[config.mk]
export PLATFORM = sky130hd
export DESIGN_NAME = storage_access_arbiter
export DESIGN_NICKNAME = d
export VERILOG_FILES = /design/src/rtl/storage_access_arbiter.sv
export SDC_FILE = /design/constraint.sdc
export NUM_CORES = 1
export LEC_CHECK = 0
export CAP_MARGIN = 5
export CORE_MARGIN = 2
export CORE_UTILIZATION = 36
export DETAILED_ROUTE_END_ITERATION = 8
export HOLD_SLACK_MARGIN = 0.02
export PLACE_DENSITY_LB_ADDON = 0.25
export SLEW_MARGIN = 10
export SYNTH_ARGS = -nofsm -noshare
export SYNTH_HDL_FRONTEND = slang
export SYNTH_SLANG_ARGS = --single-unit
export TNS_END_PERCENT = 5
[constraint.sdc]
create_clock -name clk -period 2.37 [get_ports clk]
set_input_delay 0.474 -clock clk [delete_from_list [all_inputs] [get_ports clk]]
set_output_delay 0.474 -clock clk [all_outputs]
set_load 0.01 [all_outputs]
[src/rtl/storage_access_arbiter.sv]
// storage_access_arbiter: round-robin, burst-holding owner of the single-port storage RAM
// with bounded hold time and per-master read-valid return.
module storage_access_arbiter #(
  parameter int ADDR_W   = 9,
  parameter int DATA_W   = 32,
  parameter int MAX_HOLD = 16
) (
  input  logic              clk,
  input  logic              rst,
  input  logic              in_req,
  input  logic [ADDR_W-1:0] in_addr,
  input  logic [DATA_W-1:0] in_wdata,
  output logic              in_gnt,
  input  logic              calc_req,
  input  logic              calc_we,
  input  logic [ADDR_W-1:0] calc_addr,
  input  logic [DATA_W-1:0] calc_wdata,
  output logic              calc_gnt,
  output logic              calc_rvalid,
  input  logic              disp_req,
  input  logic [ADDR_W-1:0] disp_addr,
  output logic              disp_gnt,
  output logic              disp_rvalid,
  output logic [DATA_W-1:0] rdata,
  output logic              mem_we,
  output logic [ADDR_W-1:0] mem_addr,
  output logic [DATA_W-1:0] mem_wdata,
  input  logic [DATA_W-1:0] mem_rdata,
  output logic [1:0]        owner
);
  typedef enum logic [1:0] {IDLE = 2'b00, OWN_IN = 2'b01, OWN_CALC = 2'b10, OWN_DISP = 2'b11} state_t;
  localparam int CW = MAX_HOLD > 1 ? $clog2(MAX_HOLD) : 1;
  localparam logic [CW-1:0] CMAX = CW'(MAX_HOLD - 1);
  state_t state, state_next, last;
  logic [CW-1:0] cnt;
  logic [ADDR_W-1:0] addr_q;
  logic [DATA_W-1:0] wdata_q;
  logic [3:0] req, others;
  logic active, yield;
  function automatic state_t nxt(input state_t s);
    return s == OWN_DISP ? OWN_IN : state_t'(s + 2'd1);
  endfunction
  // First requester strictly after 'after' in IN -> CALC -> DISP order, or IDLE.
  function automatic state_t rr(input logic [3:0] r, input state_t after);
    state_t c1, c2, c3;
    c1 = nxt(after);
    c2 = nxt(c1);
    c3 = nxt(c2);
    return r[c1] ? c1 : r[c2] ? c2 : r[c3] ? c3 : IDLE;
  endfunction
  always_comb begin
    req = {disp_req, calc_req, in_req, 1'b0};
    others = req & ~(4'b1 << state);
    active = req[state];
    yield = !active || (cnt == CMAX && |others);
    state_next = state == IDLE ? rr(req, last) : yield ? rr(others, state) : state;
    mem_we = active && (state == OWN_IN || (state == OWN_CALC && calc_we));
    mem_addr = !active ? addr_q : state == OWN_IN ? in_addr : state == OWN_CALC ? calc_addr : disp_addr;
    mem_wdata = active && state == OWN_IN ? in_wdata : active && state == OWN_CALC ? calc_wdata : wdata_q;
  end
  always_ff @(posedge clk or posedge rst) begin
    if (rst) begin
      state <= IDLE;
      last <= OWN_DISP;
      cnt <= '0;
      addr_q <= '0;
      wdata_q <= '0;
      calc_rvalid <= 1'b0;
      disp_rvalid <= 1'b0;
    end else begin
      state <= state_next;
      last <= state != IDLE ? state : last;
      cnt <= state_next != state ? '0 : cnt == CMAX ? cnt : cnt + 1'b1;
      addr_q <= mem_addr;
      wdata_q <= mem_wdata;
      calc_rvalid <= calc_gnt && calc_req && !calc_we;
      disp_rvalid <= disp_gnt && disp_req;
    end
  end
  assign in_gnt = state == OWN_IN;
  assign calc_gnt = state == OWN_CALC;
  assign disp_gnt = state == OWN_DISP;
  assign owner = state;
  assign rdata = mem_rdata;
endmodule

After elaboration in Yosys (flattened, before gate mapping)

Cells that the tools add are included.
W data, S select, Z words.

Register bits after elaboration: 51
Output and inout bits: 81
Logic and storage cells: 85

$add $sub $neg: 7
$lt $le $gt $ge: 7
Eq/ne operators: 11
Shift operators: 1
Muxes and demuxes: 35
Bitwise logic cells: 2
Reduce and logical (&&, ||, !) cells: 15

Operators with widths:

| operator              | count |
|---|---|
| $mux W32              | 2 |
| $mux W2               | 14 |
| $mux W9               | 3 |
| $lt A2 B3 Y1 const B  | 7 |
| $bmux W1 S2           | 7 |
| $eq A2 B2 Y1 const B  | 7 |
| $add A2 B1 Y2 const B | 6 |
| $logic_and A1 B1 Y1   | 8 |
| $mux W4               | 2 |
| $mux W1               | 7 |
| $add A4 B1 Y4 const B | 1 |
| $and A4 B4 Y4         | 1 |
| $eq A4 B4 Y1 const B  | 1 |
| $not A4 Y4            | 1 |
| $reduce_or A4 Y1      | 1 |
| $shl A1 B2 Y4 const A | 1 |
| $eq A2 B1 Y1 const B  | 1 |
| $logic_not A1 Y1      | 2 |
| $logic_not A2 Y1      | 1 |
| $logic_or A1 B1 Y1    | 2 |
| $ne A2 B2 Y1          | 1 |
| $ne A2 B2 Y1 const B  | 1 |
| $reduce_bool A2 Y1    | 1 |

Logic depth before layout (Yosys ltp)

Gate-level depths: netlist of run 1.

Depth after elaboration: 15
Depth in mapped cells: 9

Least setup slack after synthesis of run 1

OpenSTA, ideal clock, no wires.

Path kind: reg2out
From: reg state[0], in the netlist owner[0]
To: out mem_wdata[10]
Arrival: 1,904 ps
Slack: -8 ps
Stages on the path, launching flop included: 8
Path buffers: 2
Cells stage by stage: dfrtp_1 inv_1 ha_1 clkbuf_1 nand2_1 buf_2 mux2i_1 o21ai_0

RTL lines:

| element                  | RTL line | text |
|---|---|---|
| start: declaration       | 34       | `state_t state, state_next, last;` |
| start signal: assignment | 71       | `state <= state_next;` |
| $eq A2 B2 Y1             | -        |  |
| named net calc_gnt       | 18       | `output logic calc_gnt,` |
| $logic_and A1 B1 Y1      | 59       | `mem_wdata = active && state == OWN_IN ? in_wdata : active && state == OWN_CALC ? calc_wdata : wdata_q;` |
| $mux W32 (2 in series)   | 59       |  |
| end: declaration         | 27       | `output logic [DATA_W-1:0] mem_wdata,` |

The timed path passes the listed nets, and every way through them passes these cells. The select of a mux whose other input is x is not followed.

Final worst setup path of run 1

From: reg state[0], in the netlist owner[0]
To: out mem_wdata[29]

Word-level cells in the longest chain between the ends: 5

RTL lines:

| element                       | RTL line | text |
|---|---|---|
| $bmux W1 S2                   | 54       | `active = req[state];` |
| $mux W1 (implied by the code) | 54       |  |
| $logic_and A1 B1 Y1           | 59       |  |
| $mux W32                      | 59       |  |
| $mux W32 (*)                  | 59       |  |

Mark *: on every way between the ends. The rest lies on a longest branch, timed or not. The select of a mux whose other input is x is not followed.

==> flow_metrics.tcl, run 1 <==
set metrics [dict create \
    syn_area_per_cell_um2 9.610 \
    synthMostInstantiatedCell "o21ai_0" \
    wirelength_mm 8.531 \
    place_ws_ns -0.7946 \
    synth_top_family_by_area "multiplexers" \
    path_max_fanout 8 \
    final_hold_viol_count 0 \
    clockBufferDepth 2 \
    grt_max_degree 31 \
    antenna_found_initial 0 \
    synth_top_area_share_pct 39.14 \
    startpoint "owner[0]$_DFF_PP0_" \
    path_class "reg -> out" \
    synth-seq-cells 51 \
    yosysTopAreaCell "dfrtp_1" \
    status "finished, violations left" \
    r2r_slack_ns 0.08 \
    cts_root_buffer "clkbuf_8" \
    yosys.area_share.simple_pct 12.78 \
    route.vias.total 2856 \
    clk_latency_ns 0.31 \
    firstDrtPassIters 4 \
    cp.required_ns 1.90 \
    fin_cells 591 \
    arrival_ns 2.10 \
    path_clk_slew_ns 0.09 \
    die_w_um 97.29 \
    grt_pass1_wl_mm 13.55 \
    port_buffers 145 \
    synth-adder-area-share_pct 3.195 \
    ys_warn_count 0 \
    netlist_area_mm2 0.003133 \
    rows 34 \
    io_pins 210 \
    startpoint_type "flip-flop" \
    yosysUniqueCellTypes 47 \
    holdPathStages 2 \
    drtAntennaViolNets 0 \
    endpoint "mem_wdata[29]" \
    min_period_over_period_pct 108.5 \
    max_cap_viol_count 0 \
    place.gp.congestion 0.8250 \
    die_h_um 97.29 \
    layout_min_cycle_time_ns 2.573 \
    end_kind "output port" \
    final_util_pct 58.72 \
    drc 0 \
    peakVddDrop_mv 0.5523 \
    rsz0062_at_grt "yes" \
    failed_checks "setup timing" \
    core_mm2 0.008593 \
    grt-ovfl-total 0 \
    max_slew_margin_pct 65.83 \
    drive_gt1_share_pct 27.74 \
    synth-compound-area-share_pct 13.70 \
    r2r_start "owner[0]$_DFF_PP0_" \
    fin_skew_ns 0.006563 \
    dp_cells 568 \
    synthCells 326 \
    grt_pass1_vias 2932 \
    final_net_count 619 \
    cts-buffers-inserted 5 \
    cellLeakagePower_nw 2.376 \
    dieArea_mm2 0.009465 \
    rr_worst_depth 9 \
    synthArstFlopShare_pct 100.0 \
    drt_iter0_markers 84 \
    grt_util_all_layers_pct 17.49 \
    tritoncts "built" \
    synth_area_leaders "dfrtp_1 39%, mux2i_1 15%, o21ai_0 8.1%" \
    power_density_mw_per_mm2 1309 \
    ctsHtreeMaxLevel 2 \
    avgViaCountPerCell 4.832 \
    synth_common_cells "51 x o21ai_0, 50 x nand2_1, 49 x dfrtp_1" \
    post-dp-hpwl_mm 6.272 \
    worst_slack_ns -0.2026 \
    synth_edf_count 0 \
    final_max_slew_viol_count 0 \
    synthToLayoutAreaGrowth_pct 61.06 \
    synth_xor_xnor_area_share_pct 0.2796 \
    synth_flop_cell "dfrtp_1" \
    syn-num-nets 463 \
    cts_sinks 51 \
    worstReg2RegEnd "cnt[1]$_DFFE_PP0P_" \
    hold_class "reg -> reg" \
    timing.fmax_ghz 0.3887 \
    tightest_slew_ns 0.5118 \
    finalSetupViolCount 39 \
    num_antenna_cells 0 \
    start_util_pct 36.46 \
    report.power.total_mw 6.603 \
    synthMuxAreaShare_pct 17.93 \
    ys_seq_area_share_pct 40.81 \
    routedWlPerCell_um 14.43 \
]
==> cell families after synthesis <==
family | count (synthesis)
buf+inv | 57
compound gates | 71
simple gates | 83
mux | 55
xor+xnor | 1
fa+ha+maj | 8
flops | 51
==> registers in the layout, summed over array words and instances (netlist names) <==
signal       count
last             2
calc_rvalid      1
addr_q           9
cnt              4
disp_rvalid      1
wdata_q         32
owner            2
==> metrics by stage <==
stage / hold WS (ns) / TNS, ns / area (µm²)
after floorplan: 0.4484 / -0.2483 / 3133
final: 0.4928 / -4.741 / 5046
after global routing: 0.5114 / -8.961 / 5046
after CTS: 0.4847 / -7.924 / 4933
after global placement: 0.4623 / -27.27 / 4706
after detailed placement: 0.4695 / -30.30 / 4706
==> worst max-delay path: stages, from the launching register on <==
cell	delay, ns
dfrtp_1	0.43
buf_6	0.14
mux2i_1	0.12
o21ai_2	0.17
buf_6	0.15
nand2_8	0.08
buf_12	0.16
mux2i_1	0.12
o21ai_1	0.17
clkdlybuf4s15_2	0.26
==> cell usage in the layout, fill, tap and decap left out, drive strengths merged, types with 3 or more instances in the layout <==
cell,count
clkdlybuf4s50,100
buf,76
o21ai,52
nand2,50
dfrtp,49
mux2i,46
clkbuf,12
inv,10
mux2,9
clkdlybuf4s15,8
ha,8
dlygate4sd2,7
nor2,5
nor2b,4
nand3b,3
nand3,3
a21oi,3
and2b,3
nor3,3
and2,3
==> worst min-delay path by stage <==
stage                     endpoint                start
2_1_floorplan  last[1]$_DFFE_PP1N_  last[1]$_DFFE_PP1N_
3_3_place_gp   last[1]$_DFFE_PP1N_  last[1]$_DFFE_PP1N_
3_5_place_dp   last[1]$_DFFE_PP1N_  last[1]$_DFFE_PP1N_
4_1_cts        last[1]$_DFFE_PP1N_  last[1]$_DFFE_PP1N_
5_1_grt        last[1]$_DFFE_PP1N_  last[1]$_DFFE_PP1N_
6_report       last[1]$_DFFE_PP1N_  last[1]$_DFFE_PP1N_
==> per-layer routing <==
| metal | global-route usage (%) | wire length, µm |
|---|---|---|
| met1 | 20.99 | 3683 |
| met2 | 30.40 | 4128 |
| met3 | 4.676 | 592 |
| met4 | 5.983 | 126 |
| met5 | 0 | 0 |
==> where the power goes <==
part	switching (mW)	leakage (nW)	internal [mW]
sequential	0.151	0.628	1.30
combinational	2.11	1.69	2.39
clock	0.303	0.0618	0.348
total	2.57	2.38	4.03
==> layout make-up <==
| type | instances | area [µm²] |
|---|---|---|
| clock inverter | 2 | 38.79 |
| timing repair buffer | 197 | 1862 |
| fill | 768 | 3547 |
| clock buffer | 6 | 82.58 |
| sequential | 51 | 1279 |
| tap | 108 | 135.1 |
| inverter | 9 | 33.78 |
| multi-input combinational | 218 | 1615 |
==> timing repair <==
action,in CTS,in global routing
gates cloned,2,1
buffers inserted,8,4
gates resized for setup,183,45
setup endpoints to repair,46,50
pin swaps,3,12
hold buffers,0,0
(Power assumes the default switching activity.)
==> inputs of run 2 (changes only) <==
CORE_ASPECT_RATIO = 0.6   (was default)
==> run 2 against run 1 <==
Compared with the run above:
- the flow still finishes with violations (setup timing)
- critical endpoint is now mem_wdata[14]
- clock skew is 0.0011 ns lower
- total power grew 20%
- clock-buffer cell count stayed put
- utilization is 7.7 points higher
- die area rose by 0.25%
- clock power grew 8.4%
- non-clock buffer count increased by 32
- highest routed layer unchanged
- sequential share of layout area is 2.6 points lower
- combinational power up 27%
- via count rose by 8.8%
==> flow_metrics.tcl, run 2 (synthesized netlist as in run 1, its figures left out) <==
set metrics [dict create \
    final_net_count 651 \
    hold_class "reg -> reg" \
    dp_cells 574 \
    dieArea_mm2 0.009489 \
    cts_sinks 51 \
    failed_checks "setup timing" \
    drc 0 \
    switchingPower_mw 3.021 \
    die_h_um 76.26 \
    place.gp.congestion 0.8706 \
    final_hold_viol_count 0 \
    dpl_cell_area_mm2 0.004751 \
    internal_power_mw 4.896 \
    worstReg2RegEnd "wdata_q[17]$_DFF_PP0_" \
    drtAntennaViolNets 0 \
    cp_slowest_cell "dfrtp_2" \
    min_from "last[1]$_DFFE_PP1N_" \
    grt_pass1_wl_mm 16.62 \
    io_pins 210 \
    cts_root_buffer "clkbuf_16" \
    wl_met2_mm 4.782 \
    regMostFlops "wdata_q" \
    port_buffers 145 \
    postLayoutCellArea_mm2 0.005640 \
    path_max_fanout 6 \
    wirelength_mm 10.52 \
    final_common_cell "clkdlybuf4s50_1" \
    final_util_pct 66.43 \
    r2r_slack_ns -0.07 \
    rsz0062_at_grt "yes" \
    layout_min_cycle_time_ns 2.656 \
    power_density_mw_per_mm2 1404 \
    cellLeakagePower_nw 2.612 \
    min_period_over_period_pct 112.1 \
    route.vias.total 3108 \
    r2r_start "owner[0]$_DFF_PP0_" \
    cp_common_cell "buf_12" \
    whs_ns 0.4844 \
    end_kind "output port" \
    tritoncts "built" \
    max_slew_margin_pct 71.98 \
    peakVddDrop_mv 0.6344 \
    rr_worst_depth 15 \
    num_antenna_cells 0 \
    grt_pass1_vias 3153 \
    firstDrtPassIters 4 \
    report.power.total_mw 7.917 \
    avgViaCountPerCell 4.957 \
    grt-ovfl-total 0 \
    layout_common_cells "100 x clkdlybuf4s50_1, 48 x dfrtp_1, 48 x buf_4, 45 x nand2_1, 36 x mux2i_1" \
    cp_slowest_stage_delay_ns 0.43 \
    status "finished, violations left" \
    finalSetupViolCount 43 \
    final_max_slew_viol_count 0 \
    antenna_found_initial 0 \
    timing.fmax_ghz 0.3765 \
    p_seq_share_pct 18.9 \
    top_layer_used "met4" \
    wl_met1_mm 4.766 \
    combPwrFrac_pct 72.2 \
    largest_reg_flops 32 \
    die_w_um 124.4 \
    arrival_ns 2.18 \
    grt_util_all_layers_pct 21.83 \
    max_cap_viol_count 0 \
    core_mm2 0.008491 \
    cts_hold_buffers 0 \
    fin_skew_ns 0.005436 \
    path_class "reg -> out" \
    routedWlPerCell_um 16.78 \
    cts-buffers-inserted 5 \
    cp.required_ns 1.90 \
    startpoint_type "flip-flop" \
    place_ws_ns -0.7146 \
    rows 26 \
    holdPathStages 2 \
    clkPwrFrac_pct 8.9 \
    setup-tns-final_ns -6.460 \
    post-dp-hpwl_mm 6.779 \
    worstPathCellList "mux2i_1 -> o21ai_1 -> buf_4 -> buf_12 -> nand2_8 -> buf_12 -> buf_8 -> mux2i_2 -> o21ai_2 -> buf_2" \
    fill_cells 668 \
    drt_iter0_markers 111 \
    fin_cells 627 \
    drive_gt1_share_pct 38.45 \
    reg_top3 "wdata_q x32, addr_q x9, cnt x4" \
    clk_latency_ns 0.28 \
    tightest_slew_ns 0.4197 \
    path_clk_slew_ns 0.07 \
    route.met3.wl_um 909 \
    grt_max_degree 25 \
    worst_slack_ns -0.2863 \
    holdPathEnd "last[1]$_DFFE_PP1N_" \
    swShare_pct 38.16 \
    clockBufferDepth 2 \
    ctsHtreeMaxLevel 2 \
    synthToLayoutAreaGrowth_pct 80.03 \
    start_util_pct 36.90 \
]
run 2: cell count changes in the layout (fill, tap and decap cells not counted), sizes merged, moves of 4 or more:
cell,change
clkdlybuf4s15,-8
dlygate4sd2,-4
buf,+48
clkbuf,-4
run 2: how the worst max path moves through the flow:
| stage | depth (start not counted) | end | start | slack [ns] |
|---|---|---|---|---|
| floorplan | 7 | mem_wdata[11] | owner[0]$_DFF_PP0_ | -0.008 |
| global placement | 9 | mem_wdata[9] | disp_req | -0.69 |
| detailed placement | 9 | mem_wdata[4] | disp_req | -0.71 |
| CTS | 10 | mem_wdata[14] | owner[0]$_DFF_PP0_ | -0.16 |
| global route | 10 | mem_wdata[14] | owner[0]$_DFF_PP0_ | -0.33 |
| finish | 10 | mem_wdata[14] | owner[0]$_DFF_PP0_ | -0.29 |
run 2: per-layer routing:
metal	vias to the layer above	GRT usage (%)
met5	-	0
met4	0	4.494
met3	8	6.882
met2	137	33.55
met1	1477	30.42
li1	1486	-
run 2: power groups by stage:
stage / clock (mW) / sequential (mW) / combinational, mW
finish: 0.706 / 1.49 / 5.72
global placement: 0 / 1.46 / 4.33
detailed placement: 0 / 1.48 / 4.39
global route: 0.773 / 1.53 / 6.14
floorplan: 0 / 1.45 / 2.20
CTS: 0.727 / 1.48 / 5.44
run 2: area by class of cell:
type	instances	area, µm²	area share, %
repair buffers	229	2315	41.04
multi-input cells	218	1730	30.68
flip-flops and latches	51	1280	22.69
well taps	112	140.1	2.484
clock buffers	6	128.9	2.285
inverters	9	33.78	0.5989
clock inverters	2	12.51	0.2218
run 2: worst max-delay path: cells and delay by family (launching register included):
kind,cells,cell delay (ns)
buffers and inverters,5,0.68
multiplexers,2,0.51
flip-flops,1,0.43
AO/OA/AOI/OAI,2,0.16
AND/OR/NAND/NOR,1,0.10
run 2: timing repair:
item / 4_1_cts / 5_1_grt
hold endpoints to repair: 0 / 0
cloned: 10 / 0
setup buffers: 31 / 4
resized for setup: 279 / 23
endpoints found under the setup margin: 47 / 48
pin swaps: 21 / 11
==> inputs of run 3 (changes only) <==
PLACE_DENSITY = 0.81   (was default)
PLACE_DENSITY_LB_ADDON = default   (was 0.25)
==> run 3 against run 2 <==
Compared with the run above:
- the run still ends with setup timing left
- utilization is 4.0 points lower
- sequential power hardly changed
- clock power is 13% higher
- sequential cell count stayed put
- clock-buffer cell count stayed put
- final area is 6.1% lower
- total power is 7.7% lower
- critical endpoint is now mem_wdata[9]
==> flow_metrics.tcl, run 3 (synthesized netlist as in run 1, its figures left out) <==
set metrics [dict create \
    status "finished, violations left" \
    failed_checks "setup timing" \
    firstDrtPassIters 4 \
    final_net_count 635 \
    final_common_cell "clkdlybuf4s50_1" \
    drtAntennaViolNets 0 \
    drive_gt1_share_pct 35.74 \
    io_pins 210 \
    start_util_pct 36.90 \
    layout_common_cells "101 x clkdlybuf4s50_1, 49 x dfrtp_1, 46 x buf_4, 42 x mux2i_1, 40 x nand2_1" \
    grt_pass1_vias 3002 \
    drt_iter0_markers 104 \
    reg_top3 "wdata_q x32, addr_q x9, cnt x4" \
    rr_worst_depth 8 \
    final_hold_viol_count 0 \
    regMostFlops "wdata_q" \
    holdPathStages 2 \
    r2r_start "last[0]$_DFFE_PP1N_" \
    grt_pass1_wl_mm 14.51 \
    clk_latency_ns 0.29 \
    wirelength_mm 10.42 \
    ctsHtreeMaxLevel 2 \
    grt_util_all_layers_pct 18.73 \
    synthToLayoutAreaGrowth_pct 69.13 \
    port_buffers 145 \
    cp_slowest_stage_delay_ns 0.43 \
    report.power.total_mw 7.304 \
    postLayoutCellArea_mm2 0.005299 \
    die_w_um 124.4 \
    largest_reg_flops 32 \
    routedWlPerCell_um 17.09 \
    avgViaCountPerCell 4.979 \
    finalSetupViolCount 44 \
    cts_root_buffer "clkbuf_16" \
    max_slew_margin_pct 75.43 \
    critPathTopFamily "buffers and inverters" \
    dpl_cell_area_mm2 0.004731 \
    multi_input_comb_area_mm2 0.001705 \
    drc 0 \
    path_clk_slew_ns 0.07 \
    cp.required_ns 1.90 \
    core_mm2 0.008491 \
    rsz0062_at_grt "yes" \
    path_max_fanout 8 \
    route.vias.total 3037 \
    worst-path-buf-inv 3 \
    max_cap_viol_count 0 \
    worst_slack_ns -0.2201 \
    r2r_slack_ns -0.01 \
    cts-buffers-inserted 5 \
    fin_skew_ns 0.009427 \
    cts_hold_buffers 0 \
    cp_slowest_cell "dfrtp_1" \
    num_antenna_cells 0 \
    final_max_slew_viol_count 0 \
    path_class "reg -> out" \
    antenna_found_initial 0 \
    power_density_mw_per_mm2 1378 \
    worstPathCellList "buf_6 -> mux2i_4 -> o21ai_4 -> nand2_4 -> clkbuf_16 -> mux2i_2 -> o21ai_2 -> buf_2" \
    min_from "last[1]$_DFFE_PP1N_" \
    grt_max_degree 47 \
    crit_cells 8 \
    tightest_slew_ns 0.3681 \
    dieArea_mm2 0.009489 \
    end_kind "output port" \
    rows 26 \
    clockBufferDepth 2 \
    holdPathEnd "last[1]$_DFFE_PP1N_" \
    tritoncts "built" \
    cts_sinks 51 \
    worstReg2RegEnd "cnt[0]$_DFFE_PP0P_" \
    ff_latch_area_mm2 0.001279 \
    hold_class "reg -> reg" \
    layout_min_cycle_time_ns 2.590 \
    cellLeakagePower_nw 2.516 \
    fill_cells 695 \
    min_period_over_period_pct 109.3 \
    arrival_ns 2.12 \
    peakVddDrop_mv 0.7554 \
    die_h_um 76.26 \
    grt-ovfl-total 0 \
    place.gp.congestion 0.8637 \
    post-dp-hpwl_mm 6.540 \
    startpoint_type "flip-flop" \
    timing.fmax_ghz 0.3861 \
]
## run 3: cell types whose count changed in the layout (fill, tap and decap cells not counted), sizes merged
| cell | delta |
|---|---|
| and2 | +1 |
| buf | -26 |
| bufinv | +1 |
| clkbuf | +9 |
| clkdlybuf4s50 | +1 |
| clkinv | -1 |
| clkinvlp | -1 |
| dlygate4sd2 | -1 |
## run 3: how the worst max path moves through the flow
stage,from,end
floorplan,owner[0]$_DFF_PP0_,mem_wdata[11]
global placement,disp_req,mem_wdata[11]
detailed placement,disp_req,mem_wdata[28]
CTS,owner[0]$_DFF_PP0_,mem_wdata[20]
global route,owner[0]$_DFF_PP0_,mem_wdata[12]
finish,owner[0]$_DFF_PP0_,mem_wdata[9]
## run 3: metrics by stage
| step | hold WS [ns] | util, % | std cells | TNS [ns] | setup slack, ns |
|---|---|---|---|---|---|
| 2_1_floorplan | 0.4484 | - | 326 | -0.2483 | -0.008465 |
| 3_3_place_gp | 0.4591 | 55.72 | 573 | -24.12 | -0.6551 |
| 3_5_place_dp | 0.4719 | 55.72 | 573 | -27.25 | -0.7178 |
| 4_1_cts | 0.4878 | 59.06 | 591 | -7.881 | -0.2651 |
| 5_1_grt | 0.5140 | 62.41 | 610 | -10.01 | -0.2951 |
| 6_report | 0.4807 | 62.41 | 610 | -6.507 | -0.2201 |
## run 3: tightest hold or removal path: stages, from the launching register on
cell and delay [ns]:
dfstp_2 0.38, nand2_1 0.05, nand2_1 0.05
## run 3: repair_timing
item / 4_1_cts / 5_1_grt
cloned: 0 / 11
pin swaps: 5 / 19
gates resized for setup: 150 / 120
buffers inserted: 11 / 8
setup endpoints to repair: 46 / 47
## run 3: where the power goes
part	leakage (nW)	total, mW	internal (mW)	switching, mW
clock	0.0769	0.798	0.493	0.305
combinational	1.81	5.04	2.65	2.39
sequential	0.628	1.47	1.30	0.163
## run 3: metal layers
| metal | up-vias | GRT usage, % | routed length (µm) |
|---|---|---|---|
| li1 | 1449 | - | - |
| met1 | 1438 | 23.53 | 4692 |
| met2 | 138 | 30.55 | 4869 |
| met3 | 12 | 6.952 | 729 |
| met4 | 0 | 5.056 | 131 |
| met5 | - | 0 | 0 |
## run 3: final cells by class
| type | instances | area share (%) |
|---|---|---|
| clock buffer | 6 | 2.432 |
| clock inverter | 1 | 0.5667 |
| inverter | 9 | 0.6375 |
| multi-input combinational | 219 | 32.18 |
| sequential | 51 | 24.13 |
| tap | 112 | 2.645 |
| timing repair buffer | 212 | 37.40 |
